$ cat src/rtl/alu_arbiter.sv
// Round-robin arbiter sharing one combinational ALU between two requesters.
// Each operation runs IDLE -> EXEC -> RESP with the result returned by handshake.
module alu_arbiter #(
    parameter int WIDTH    = 32,
    parameter int OPW      = 3,
    parameter int CHECK_OP = 1
) (
    input  logic             clk,
    input  logic             reset,
    input  logic             r0_valid,
    output logic             r0_ready,
    input  logic [WIDTH-1:0] r0_data1,
    input  logic [WIDTH-1:0] r0_data2,
    input  logic [OPW-1:0]   r0_ALUOp,
    output logic             r0_rsp_valid,
    input  logic             r0_rsp_ready,
    output logic [WIDTH-1:0] r0_ALUResult,
    output logic             r0_Zero,
    output logic             r0_err,
    input  logic             r1_valid,
    output logic             r1_ready,
    input  logic [WIDTH-1:0] r1_data1,
    input  logic [WIDTH-1:0] r1_data2,
    input  logic [OPW-1:0]   r1_ALUOp,
    output logic             r1_rsp_valid,
    input  logic             r1_rsp_ready,
    output logic [WIDTH-1:0] r1_ALUResult,
    output logic             r1_Zero,
    output logic             r1_err,
    output logic [WIDTH-1:0] alu_data1,
    output logic [WIDTH-1:0] alu_data2,
    output logic [OPW-1:0]   alu_ALUOp,
    input  logic [WIDTH-1:0] alu_ALUResult,
    input  logic             alu_Zero,
    output logic             busy
);

    typedef enum logic [1:0] {IDLE, EXEC, RESP} state_t;

    state_t           state, state_nx;
    logic             last_grant;
    logic             grant;
    logic             take;
    logic             cur_p0;
    logic             ill_p0;
    logic [WIDTH-1:0] sel_data1, sel_data2;
    logic [OPW-1:0]   sel_op;

    function automatic logic op_legal(input logic [OPW-1:0] op);
        if (CHECK_OP == 0) return 1'b1;
        return (op == OPW'(3'b000)) || (op == OPW'(3'b001)) || (op == OPW'(3'b010)) ||
               (op == OPW'(3'b110)) || (op == OPW'(3'b111));
    endfunction

    assign sel_data1 = grant ? r1_data1 : r0_data1;
    assign sel_data2 = grant ? r1_data2 : r0_data2;
    assign sel_op    = grant ? r1_ALUOp : r0_ALUOp;
    assign busy      = (state != IDLE);

    always_ff @(posedge clk or posedge reset) begin
        if (reset) state <= IDLE;
        else       state <= state_nx;
    end

    // Ready is only offered to a valid requester, so the loser of a tie sees ready=0
    always_comb begin
        state_nx     = state;
        grant        = 1'b0;
        take         = 1'b0;
        r0_ready     = 1'b0;
        r1_ready     = 1'b0;
        r0_rsp_valid = 1'b0;
        r1_rsp_valid = 1'b0;
        case (state)
            IDLE: begin
                grant = (r0_valid && r1_valid) ? ~last_grant : r1_valid;
                if (!reset) begin
                    r0_ready = r0_valid && !grant;
                    r1_ready = r1_valid && grant;
                end
                take = r0_ready || r1_ready;
                if (take) state_nx = EXEC;
            end
            EXEC: state_nx = RESP;
            RESP: begin
                r0_rsp_valid = !cur_p0;
                r1_rsp_valid = cur_p0;
                if (cur_p0 ? r1_rsp_ready : r0_rsp_ready) state_nx = IDLE;
            end
            default: state_nx = IDLE;
        endcase
    end

    always_ff @(posedge clk or posedge reset) begin
        if (reset) begin
            last_grant <= 1'b1;
            cur_p0     <= 1'b0;
            ill_p0     <= 1'b0;
        end else begin
            if (take) begin
                cur_p0 <= grant;
                ill_p0 <= !op_legal(sel_op);
            end
            if (state == RESP && state_nx == IDLE) last_grant <= cur_p0;
        end
    end

    // IDLE -> EXEC: legal operands are registered onto the ALU bus
    always_ff @(posedge clk or posedge reset) begin
        if (reset) begin
            alu_data1 <= '0;
            alu_data2 <= '0;
            alu_ALUOp <= '0;
        end else if (take && op_legal(sel_op)) begin
            alu_data1 <= sel_data1;
            alu_data2 <= sel_data2;
            alu_ALUOp <= sel_op;
        end
    end

    // EXEC -> RESP: capture the ALU outputs for the granted requester only
    always_ff @(posedge clk or posedge reset) begin
        if (reset) begin
            r0_ALUResult <= '0;
            r0_Zero      <= 1'b0;
            r0_err       <= 1'b0;
            r1_ALUResult <= '0;
            r1_Zero      <= 1'b0;
            r1_err       <= 1'b0;
        end else if (state == EXEC) begin
            if (!cur_p0) begin
                r0_ALUResult <= ill_p0 ? '0 : alu_ALUResult;
                r0_Zero      <= ill_p0 ? 1'b0 : alu_Zero;
                r0_err       <= ill_p0;
            end else begin
                r1_ALUResult <= ill_p0 ? '0 : alu_ALUResult;
                r1_Zero      <= ill_p0 ? 1'b0 : alu_Zero;
                r1_err       <= ill_p0;
            end
        end
    end

endmodule

$ cat config.mk
export PLATFORM = sky130hd
export DESIGN_NAME = alu_arbiter
export DESIGN_NICKNAME = d
export VERILOG_FILES = /design/src/rtl/alu_arbiter.sv
export SDC_FILE = /design/constraint.sdc
export NUM_CORES = 1
export LEC_CHECK = 0
export BUFFER_PORTS_ARGS = -buffer_cell sky130_fd_sc_hd__buf_2
export CORE_ASPECT_RATIO = 0.6
export CORE_MARGIN = 1
export CORE_UTILIZATION = 35
export DETAILED_ROUTE_END_ITERATION = 10
export PLACE_DENSITY = 0.71
export SLEW_MARGIN = 10
export SYNTH_ARGS = -nofsm -noshare
export SYNTH_HDL_FRONTEND = slang
export SYNTH_SLANG_ARGS = --single-unit
$ cat constraint.sdc
create_clock -name clk -period 4.92 [get_ports clk]
set_input_delay 0 -clock clk [delete_from_list [all_inputs] [get_ports clk]]
set_output_delay 0 -clock clk [all_outputs]
set_load 0.005 [all_outputs]
# Word level (Yosys, flattened, before mapping)

Index checks and enable logic that the tools add are counted.

Register bits: 140
Bits in latches: 0
Bits in writable memories: 0
Bits in read-only memories: 0
Bits of input ports: 173
Output and inout port bits: 140
Word-level logic and storage cells: 60
Memories: 0

Add/subtract/negate cells: 0
$mul: 0
Div/mod/pow operators: 0
Magnitude comparators: 0
Equality and inequality tests: 6
Shifts and indexed selects: 0
Multiplexer cells: 20
Bitwise operators: 2
Reduce and logical (&&, ||, !) cells: 19

Operator list:

| cell                                          | number |
|---|---|
| two-way mux 32 bit                            | 3 |
| two-way mux 1 bit                             | 13 |
| == test 3 bit, second input constant          | 2 |
| one-hot mux 2 bit (3 select lines)            | 1 |
| logical AND 1 bit                             | 5 |
| logical OR 1 bit                              | 5 |
| zero test 2 bit                               | 2 |
| two-way mux 2 bit                             | 2 |
| AND reduction 2 bit                           | 2 |
| == test 3 x 1 -> 1 bit, second input constant | 1 |
| == test 3 x 2 -> 1 bit, second input constant | 1 |
| zero test 1 bit                               | 3 |
| zero test 3 bit                               | 1 |
| two-way mux 3 bit                             | 1 |
| == test 2 x 1 -> 1 bit, second input constant | 1 |
| == test 2 bit, second input constant          | 1 |
| NOT 1 bit                                     | 2 |
| nonzero test 2 bit                            | 1 |

# Longest topological paths before layout

Gate-level depths: netlist of the first run.

Word-level depth: 11
Depth in mapped cells: 7
Mapped depth without buffers: 4

# Worst setup path before layout of the first run

OpenSTA, ideal clock, no wires.

Path kind: input -> register
Start point: input port reset
End point: register cur_p0
Setup time: 86 ps
Arrival: 3300 ps
Data required time: 4834 ps
Setup slack: 1534 ps
Stages on the path: 3
Buffers on the path: 0
Cell sequence: inv_1 -> a31oi_1 -> nor2_1

Cells in the longest elaborated chain, start to end: 4
Elaborated cells between the ends (all ways): 6
Classes of those cells: 5 x mux; 1 x reduce/logical

RTL lines:

| item                  | line | source |
|---|---|---|
| from (decl)           | 9    | `input logic reset,` |
| two-way mux 1 bit     | 77   | `if (!reset) begin` |
| two-way mux 1 bit     | 74   | `case (state)` |
| logical OR 1 bit (*)  | 81   | `take = r0_ready \|\| r1_ready;` |
| two-way mux 1 bit (*) | 74   |  |
| to (signal assigned)  | 101  | `cur_p0 <= grant;` |
| to (decl)             | 44   | `logic cur_p0;` |

Every way passes the cells marked *; elsewhere a longest branch is shown, timed or not. The select of a mux whose other input is x is not followed.
A chain may end at the register's enable or synchronous reset.

# Worst setup path in the final report of the first run

Start point: register last_grant
End point: register alu_data2[26]

Cells in the longest elaborated chain, start to end: 10
Elaborated cells between the ends (all ways): 24
Classes of those cells: 4 x eq/ne; 9 x mux; 1 x bitwise; 10 x reduce/logical

RTL lines:

| item                                                      | line | source |
|---|---|---|
| from (decl)                                               | 41   | `logic last_grant;` |
| from (signal assigned)                                    | 104  | `if (state == RESP && state_nx == IDLE) last_grant <= cur_p0;` |
| NOT 1 bit (*)                                             | 76   | `grant = (r0_valid && r1_valid) ? ~last_grant : r1_valid;` |
| two-way mux 1 bit (*)                                     | 76   |  |
| two-way mux 1 bit                                         | 74   |  |
| two-way mux 3 bit                                         | 57   | `assign sel_op = grant ? r1_ALUOp : r0_ALUOp;` |
| == test 3 x 1 -> 1 bit or zero test 3 bit (tied branches) | 51   | `return (op == OPW'(3'b000)) \|\| (op == OPW'(3'b001)) \|\| (op == OPW'(3'b010)) \|\|` |
| logical OR 1 bit (3 in series)                            | 51   |  |
| logical OR 1 bit                                          | 52   | `(op == OPW'(3'b110)) \|\| (op == OPW'(3'b111));` |
| logical AND 1 bit                                         | 114  | `end else if (take && op_legal(sel_op)) begin` |
| to (signal assigned)                                      | 116  | `alu_data2 <= sel_data2;` |
| to (decl)                                                 | 31   | `output logic [WIDTH-1:0] alu_data2,` |

Marks and branches as above.

==> results of run 1 <==
-- flip-flops by register name, indices dropped and copies added (netlist names), 2 cells and up --
name and count:
r0_ALUResult 32, alu_ALUOp 3, state 2, alu_data1 32
r1_ALUResult 32, alu_data2 32
-- logic make-up (layout without fill, tap and decap cells) --
family / after synthesis / count (layout)
simple gates: 123 / 123
compound gates: 86 / 86
flops: 140 / 140
mux: 132 / 132
other cells: 0 / 1
buf+inv: 39 / 529
xor+xnor: 1 / 1
-- layer usage --
layer | global-route usage, % | up-vias | routed length [µm]
met2 | 37.8 | 214 | 9520
met1 | 26.7 | 2763 | 8140
met4 | 6.32 | 0 | 416
li1 | - | 2758 | -
met3 | 6.37 | 38 | 1180
met5 | 0 | - | 0
-- placed cells by master, fill, tap and decap left out, drive strengths merged, types with 2 or more instances in the layout --
cell	netlist	final
nand2b	3	3
clkbuf	20	18
o21ai	72	72
nor2	3	3
mux2i	3	3
clkinv	1	2
buf	13	318
a21oi	6	6
clkinvlp	0	3
nor3	4	4
dlygate4sd3	0	173
mux2	129	129
dfrtp	139	139
a2bb2oi	2	2
inv	5	14
nand2	106	106
nor2b	2	2
-- tightest hold or removal path, stage by stage --
cell and delay [ns]:
buf_2 0.12, xnor2_1 0.08, o21ai_0 0.08, a21oi_1 0.07, a2bb2oi_1 0.13
-- power breakdown --
| part | internal, W | switching (W) |
|---|---|---|
| sequential | 0.00166 | 0.000284 |
| combinational | 0.00113 | 0.000918 |
| clock | 0.000731 | 0.000554 |
-- final timing paths --
check,from,to,cells past startpoint
worst max-delay path,last_grant,alu_data2[26],6
worst min-delay path,r0_ALUOp[1],alu_ALUOp[0],5
worst max register to register,last_grant,alu_data2[26],6
worst min register to register,r0_ALUResult[28],r0_ALUResult[28],2
max in group asynchronous,reset,alu_data2[7],4
min in group asynchronous,reset,state[1],3
-- through the flow --
| step | worst slack (ns) | power (W) | instances | cell area, µm² |
|---|---|---|---|---|
| 4_1_cts | 1.69 | 0.00528 | 1244 | 10200 |
| 3_3_place_gp | 2.08 | 0.00368 | 1039 | 7890 |
| 6_report | 1.66 | 0.00528 | 1246 | 10200 |
| 5_1_grt | 1.46 | 0.00565 | 1246 | 10200 |
| 3_5_place_dp | 2.02 | 0.00373 | 1039 | 7890 |
| 2_1_floorplan | 1.15 | 0.00293 | 521 | 6170 |
-- final cells by class --
class                           count  area share [%]
Antenna cell                        1          0.0245
Timing Repair Buffer              491            32.7
Multi-Input combinational cell    342            24.1
Tap cell                          234            2.86
Sequential cell                   140            34.2
Clock inverter                     14            1.44
Inverter                            6           0.269
Clock buffer                       18            4.29
-- cells in the mapped netlist --
cell type	instances
dfrtp_1	139
mux2_2	112
nand2_1	105
o21ai_0	63
clkbuf_1	20
mux2_1	17
o21ai_1	9
buf_2	6
buf_6	6
a21oi_1	5
inv_1	5
nor3_1	4
mux2i_1	3
nand2b_1	3
nor2_1	3
a2bb2oi_1	2
nor2b_1	2
a211o_1	1
a211oi_4	1
a21oi_2	1
a31oi_1	1
and2_1	1
buf_4	1
clkinv_1	1
dfstp_2	1
nand2_2	1
nand3b_1	1
nand4_1	1
o2111ai_1	1
o221ai_1	1
o2bb2ai_1	1
or2_2	1
or3_1	1
xnor2_1	1
==> impl_metrics.toml, run 1 <==
[worst_setup_path]
worstPathMaxFanout = 35
worstPathArrival_ns = 3.55
slowest_delay_ns = 0.63
startpoint_type = "flop"
crit_family = "buffers and inverters"
worst_path_max_delay_cell = "nand2_2"
ff2ff_setup_slack_ns = 1.66
required_ns = 5.21
endpoint_kind = "flop"
crit_chain = "a211oi_4 > nand2_2 > buf_4 > mux2_2 > dlygate4sd3_1 > mux2_1"
critical_path_class = "reg2reg"
critPathBufInv = 2

[clocking]
h-tree-depth = 4
cts_root_buffer = "clkbuf_16"
holdBufCountCts = 173
post_cts_resized = 0
clock_path_buffers = 2
cts_sinks = 140
cts_tree = "done"
cts_setup_buffers = 0
cts.clk_slew.worst_paths_ns = 0.07
insertion_delay_ns = 0.41
cts_buffers = 17

[sta]
max_freq_mhz = 307
maxSlewViolCount = 0
fin_crit_sh_pct = 66.2
finalSetupTns_ns = 0
whs_ns = 0.105
setup_viol = 0
rsz0062_at_grt = "no"
hold_violations = 0
finalClockSkew_ns = 0.0116
period_minus_slack_ns = 3.26
tightest_slew_ns = 1.13
max-slew-margin-rel_pct = 23.9

[logic_synthesis]
syn_avg_cell_area_um2 = 11.8
netlist_top_cells_area = "dfrtp_1 56%, mux2_2 20%, nand2_1 6.4%"
ys_seq_area_share_pct = 56.8
synthCells = 521
synth_top_family_by_area = "multiplexers"
synthSimpleGateAreaFrac_pct = 8.03
synth_compound_area_share_pct = 7.67
yosys.area_share.adder_pct = 0
ys_warn_count = 0
synth_mux_area_share_pct = 24.0
synthesis.area_mm2 = 0.00617
synth_fp_nets = 694
synth_seq_cells = 140
synth_xor_area_share_pct = 0.142
synth_top_area_cell = "dfrtp_1"
synthDominantCellAreaShare_pct = 56.4
yosys.cell_types.count = 34

[die]
coreArea_mm2 = 0.0172
initial_utilization_pct = 35.9
ios = 313
die_h_um = 105
rows = 37
fp.dieW_um = 173
die_area_mm2 = 0.0182

[pwr]
leakage_nw = 5.00
pwr_density_cell_mw_per_mm2 = 516
ir_drop_v = 0.000234

[routing]
routed_via_density = 4.63
dr.pass1.iters = 4
ant_nets = 0
drtIter0Drc = 264
drt_drc_violations_left = 0
wl_mm = 19.3
vias = 5773
wl_per_cell_um = 15.5

[placement]
hpwl_mm = 11.5
gp_congestion = 0.786
numPortBuffers = 312

[worst_hold_path]
hold_path_class = "in2reg"

[final_layout]
multi_input_area_mm2 = 0.00247
final_core_util_pct = 59.6
area_delta_synth_final_pct = 65.9
fillers = 1425
seq_area_mm2 = 0.00350
nets = 1171
layout-drive-gt1-share_pct = 46.4

[global_routing]
grt_max_degree = 101
grt_usage_pct = 22.0
grt_pass1_wl_mm = 31.9
gr-total-overflow = 0
grt_pass1_vias = 6214
antenna_found_initial = 1

[job]
cap_violations = 0

[outcome]
outcome = "complete, no violations"
(Power assumes the default switching activity.)
==> run 2, diff against run 1 <==
- ABC_AREA: not set -> 1
- PLACE_DENSITY: 0.71 -> 0.72
- clock period: 4.92 -> 2.79 ns (I/O delays scaled with it)
==> run 2 against run 1 <==
Against the previous run:
- final area grew 4.0%
- die area increased by 8.5%
- routed wire length increased by 19%
- clock power grew 83%
- combinational power grew 91%
- sequential share of layout area fell by 1.3 points
- worst hold slack worse by 0.082 ns
==> impl_metrics.toml, run 2 <==
[outcome]
outcome = "complete, no violations"

[logic_synthesis]
synthCells = 912
synth_xor_area_share_pct = 0
synth_top_area_cell = "dfrtp_1"
yosys.cell_types.count = 20
yosys.area_share.adder_pct = 0
synthSimpleGateAreaFrac_pct = 31.9
synthDominantCellAreaShare_pct = 51.9
synth-main-ff-cell = "dfrtp_1"
synth_seq_cells = 140
ys_warn_count = 0
synth_mux_area_share_pct = 0.149
async_reset_ff_share_pct = 100
ys_top_cells_by_count = "416 x nand2_1, 139 x dfrtp_1, 109 x inv_1"
netlist_top_cells_area = "dfrtp_1 52%, nand2_1 23%, inv_1 6.1%"
synthesis.area_mm2 = 0.00670
synth_compound_area_share_pct = 5.36
synth_top_family_by_area = "simple AND/OR/NAND/NOR gates"
synth_enable_flop_cells = 0
synth_most_common_cell = "nand2_1"
ys_seq_area_share_pct = 52.3
syn_avg_cell_area_um2 = 7.35
synth_fp_nets = 1085

[clocking]
h-tree-depth = 4
clock_path_buffers = 2
cts_root_buffer = "clkbuf_16"
cts_buffers = 17
cts_sinks = 140
post_cts_resized = 0
cts.clk_slew.worst_paths_ns = 0.06
cts_setup_buffers = 0
insertion_delay_ns = 0.41
cts_tree = "done"

[sta]
finalClockSkew_ns = 0.0104
whs_ns = 0.0225
rsz0062_at_grt = "no"
finalSetupTns_ns = 0
max-slew-margin-rel_pct = 34.7
period_minus_slack_ns = 2.47
maxSlewViolCount = 0
tightest_slew_ns = 0.979
hold_violations = 0
fin_crit_sh_pct = 88.4
max_freq_mhz = 405
setup_viol = 0

[final_layout]
area_delta_synth_final_pct = 58.8
finalNonFillerCells = 1616
nets = 1535
layout-drive-gt1-share_pct = 26.8
final_common_cell = "nand2_1"
final_cell_mix = "416 x nand2_1, 312 x buf_2, 161 x dlygate4sd3_1"
fillers = 1627

[die]
initial_utilization_pct = 36.4
rows = 38
die_h_um = 109
fp.dieW_um = 181
coreArea_mm2 = 0.0184
die_area_mm2 = 0.0197
ios = 313

[pwr]
ir_drop_v = 0.000419
leakage_nw = 6.33
finalPower_w = 0.00981
pwr_density_cell_mw_per_mm2 = 921

[routing]
dr.pass1.iters = 7
routed_via_density = 4.62
wl_per_cell_um = 14.2
wl_mm = 22.9
vias = 7470
drtIter0Drc = 472
ant_nets = 0
drt_drc_violations_left = 0

[global_routing]
grt_use_met3_pct = 5.71
use_met2_pct = 40.3
gr-total-overflow = 0
grt_pass1_vias = 7238
antenna_found_initial = 1
grt_pass1_wl_mm = 36.3
grt_max_degree = 85
grtUsageMet1_pct = 29.4
grt_usage_pct = 23.6
busiest_layer = "met2"

[worst_setup_path]
worstRegToRegCells = 8
worstPathArrival_ns = 2.81
critical_path_class = "reg2reg"
startpoint_type = "flop"
worstPathMaxFanout = 84
endpoint_kind = "flop"
required_ns = 3.14

[job]
cap_violations = 0

[placement]
numPortBuffers = 312
placedCellCount = 1422
hpwl_mm = 14.6
gp_congestion = 0.852

[worst_hold_path]
hold_path_depth = 5
hold_path_class = "in2reg"
==> run 2: cell count changes after synthesis, sizes merged, moves of 12 or more <==
| cell | previous run | this run |
|---|---|---|
| nand2 | 106 | 417 |
| inv | 5 | 114 |
| nor2 | 3 | 42 |
| mux2 | 129 | 0 |
| nand3 | 0 | 69 |
| clkbuf | 20 | 32 |
==> run 2: cell families (layout without fill, tap and decap cells) <==
| kind of cell | count (synthesis) | in the layout |
|---|---|---|
| other | 0 | 1 |
| buffers and inverters | 166 | 629 |
| muxes | 1 | 1 |
| and+or+nand+nor | 534 | 534 |
| DFF | 140 | 140 |
| AOI/OAI and AO/OA | 71 | 71 |
==> run 2: area by class of cell <==
class | instances | area [µm²] | area share, %
timing repair buffer | 483 | 3270 | 30.7
antenna | 1 | 2.50 | 0.0235
inverter | 114 | 432 | 4.05
clock inverter | 14 | 185 | 1.74
multi-input combinational | 606 | 2520 | 23.7
clock buffer | 18 | 429 | 4.03
tap | 240 | 300 | 2.82
sequential | 140 | 3500 | 32.9
==> run 2: power breakdown <==
| group | internal, W | switching, W |
|---|---|---|
| Sequential | 0.00298 | 0.000550 |
| Combinational | 0.00175 | 0.00216 |
| Clock | 0.00143 | 0.000930 |
==> run 2: layer usage <==
metal / routed length, µm / vias to the layer above
met1: 9910 / 3450
met2: 11100 / 324
li1: - / 3666
met4: 400 / 0
met3: 1550 / 30
met5: 0 / -
==> run 2: path summary, 6_finish.rpt <==
check	startpoint	endpoint	slack [ns]
worst max-delay path	last_grant	alu_data2[27]	0.32
worst min-delay path	r1_data1[29]	alu_data1[29]	0.02
worst max register to register	last_grant	alu_data2[27]	0.32
worst min register to register	alu_ALUOp[2]	alu_ALUOp[2]	0.46
max in group asynchronous	reset	alu_data1[5]	1.62
min in group asynchronous	reset	r0_ALUResult[2]	0.47
==> run 2: critical path: stages (launching register included) <==
cell and delay (ns):
dfstp_2 0.53, nand2_2 0.12, nand3_4 0.15, buf_4 0.56, nand2_1 0.13, o21ai_0 0.12
dlygate4sd3_1 0.58, nand3_1 0.08, nand2_1 0.10
==> run 2: stage by stage <==
step | util, % | setup slack, ns | area [µm²]
final | 57.9 | 0.323 | 10600
after global routing | 57.9 | 0.0962 | 10600
after CTS | 57.8 | 0.376 | 10600
after detailed placement | 45.8 | 0.703 | 8420
after global placement | 45.8 | 0.798 | 8420
after floorplan | - | 0.156 | 6710
==> run 2: timing repair <==
action / in CTS / in global routing
hold buffers: 161 / 0
setup endpoints to repair: 0 / 0
endpoints found under the hold margin: 197 / 0
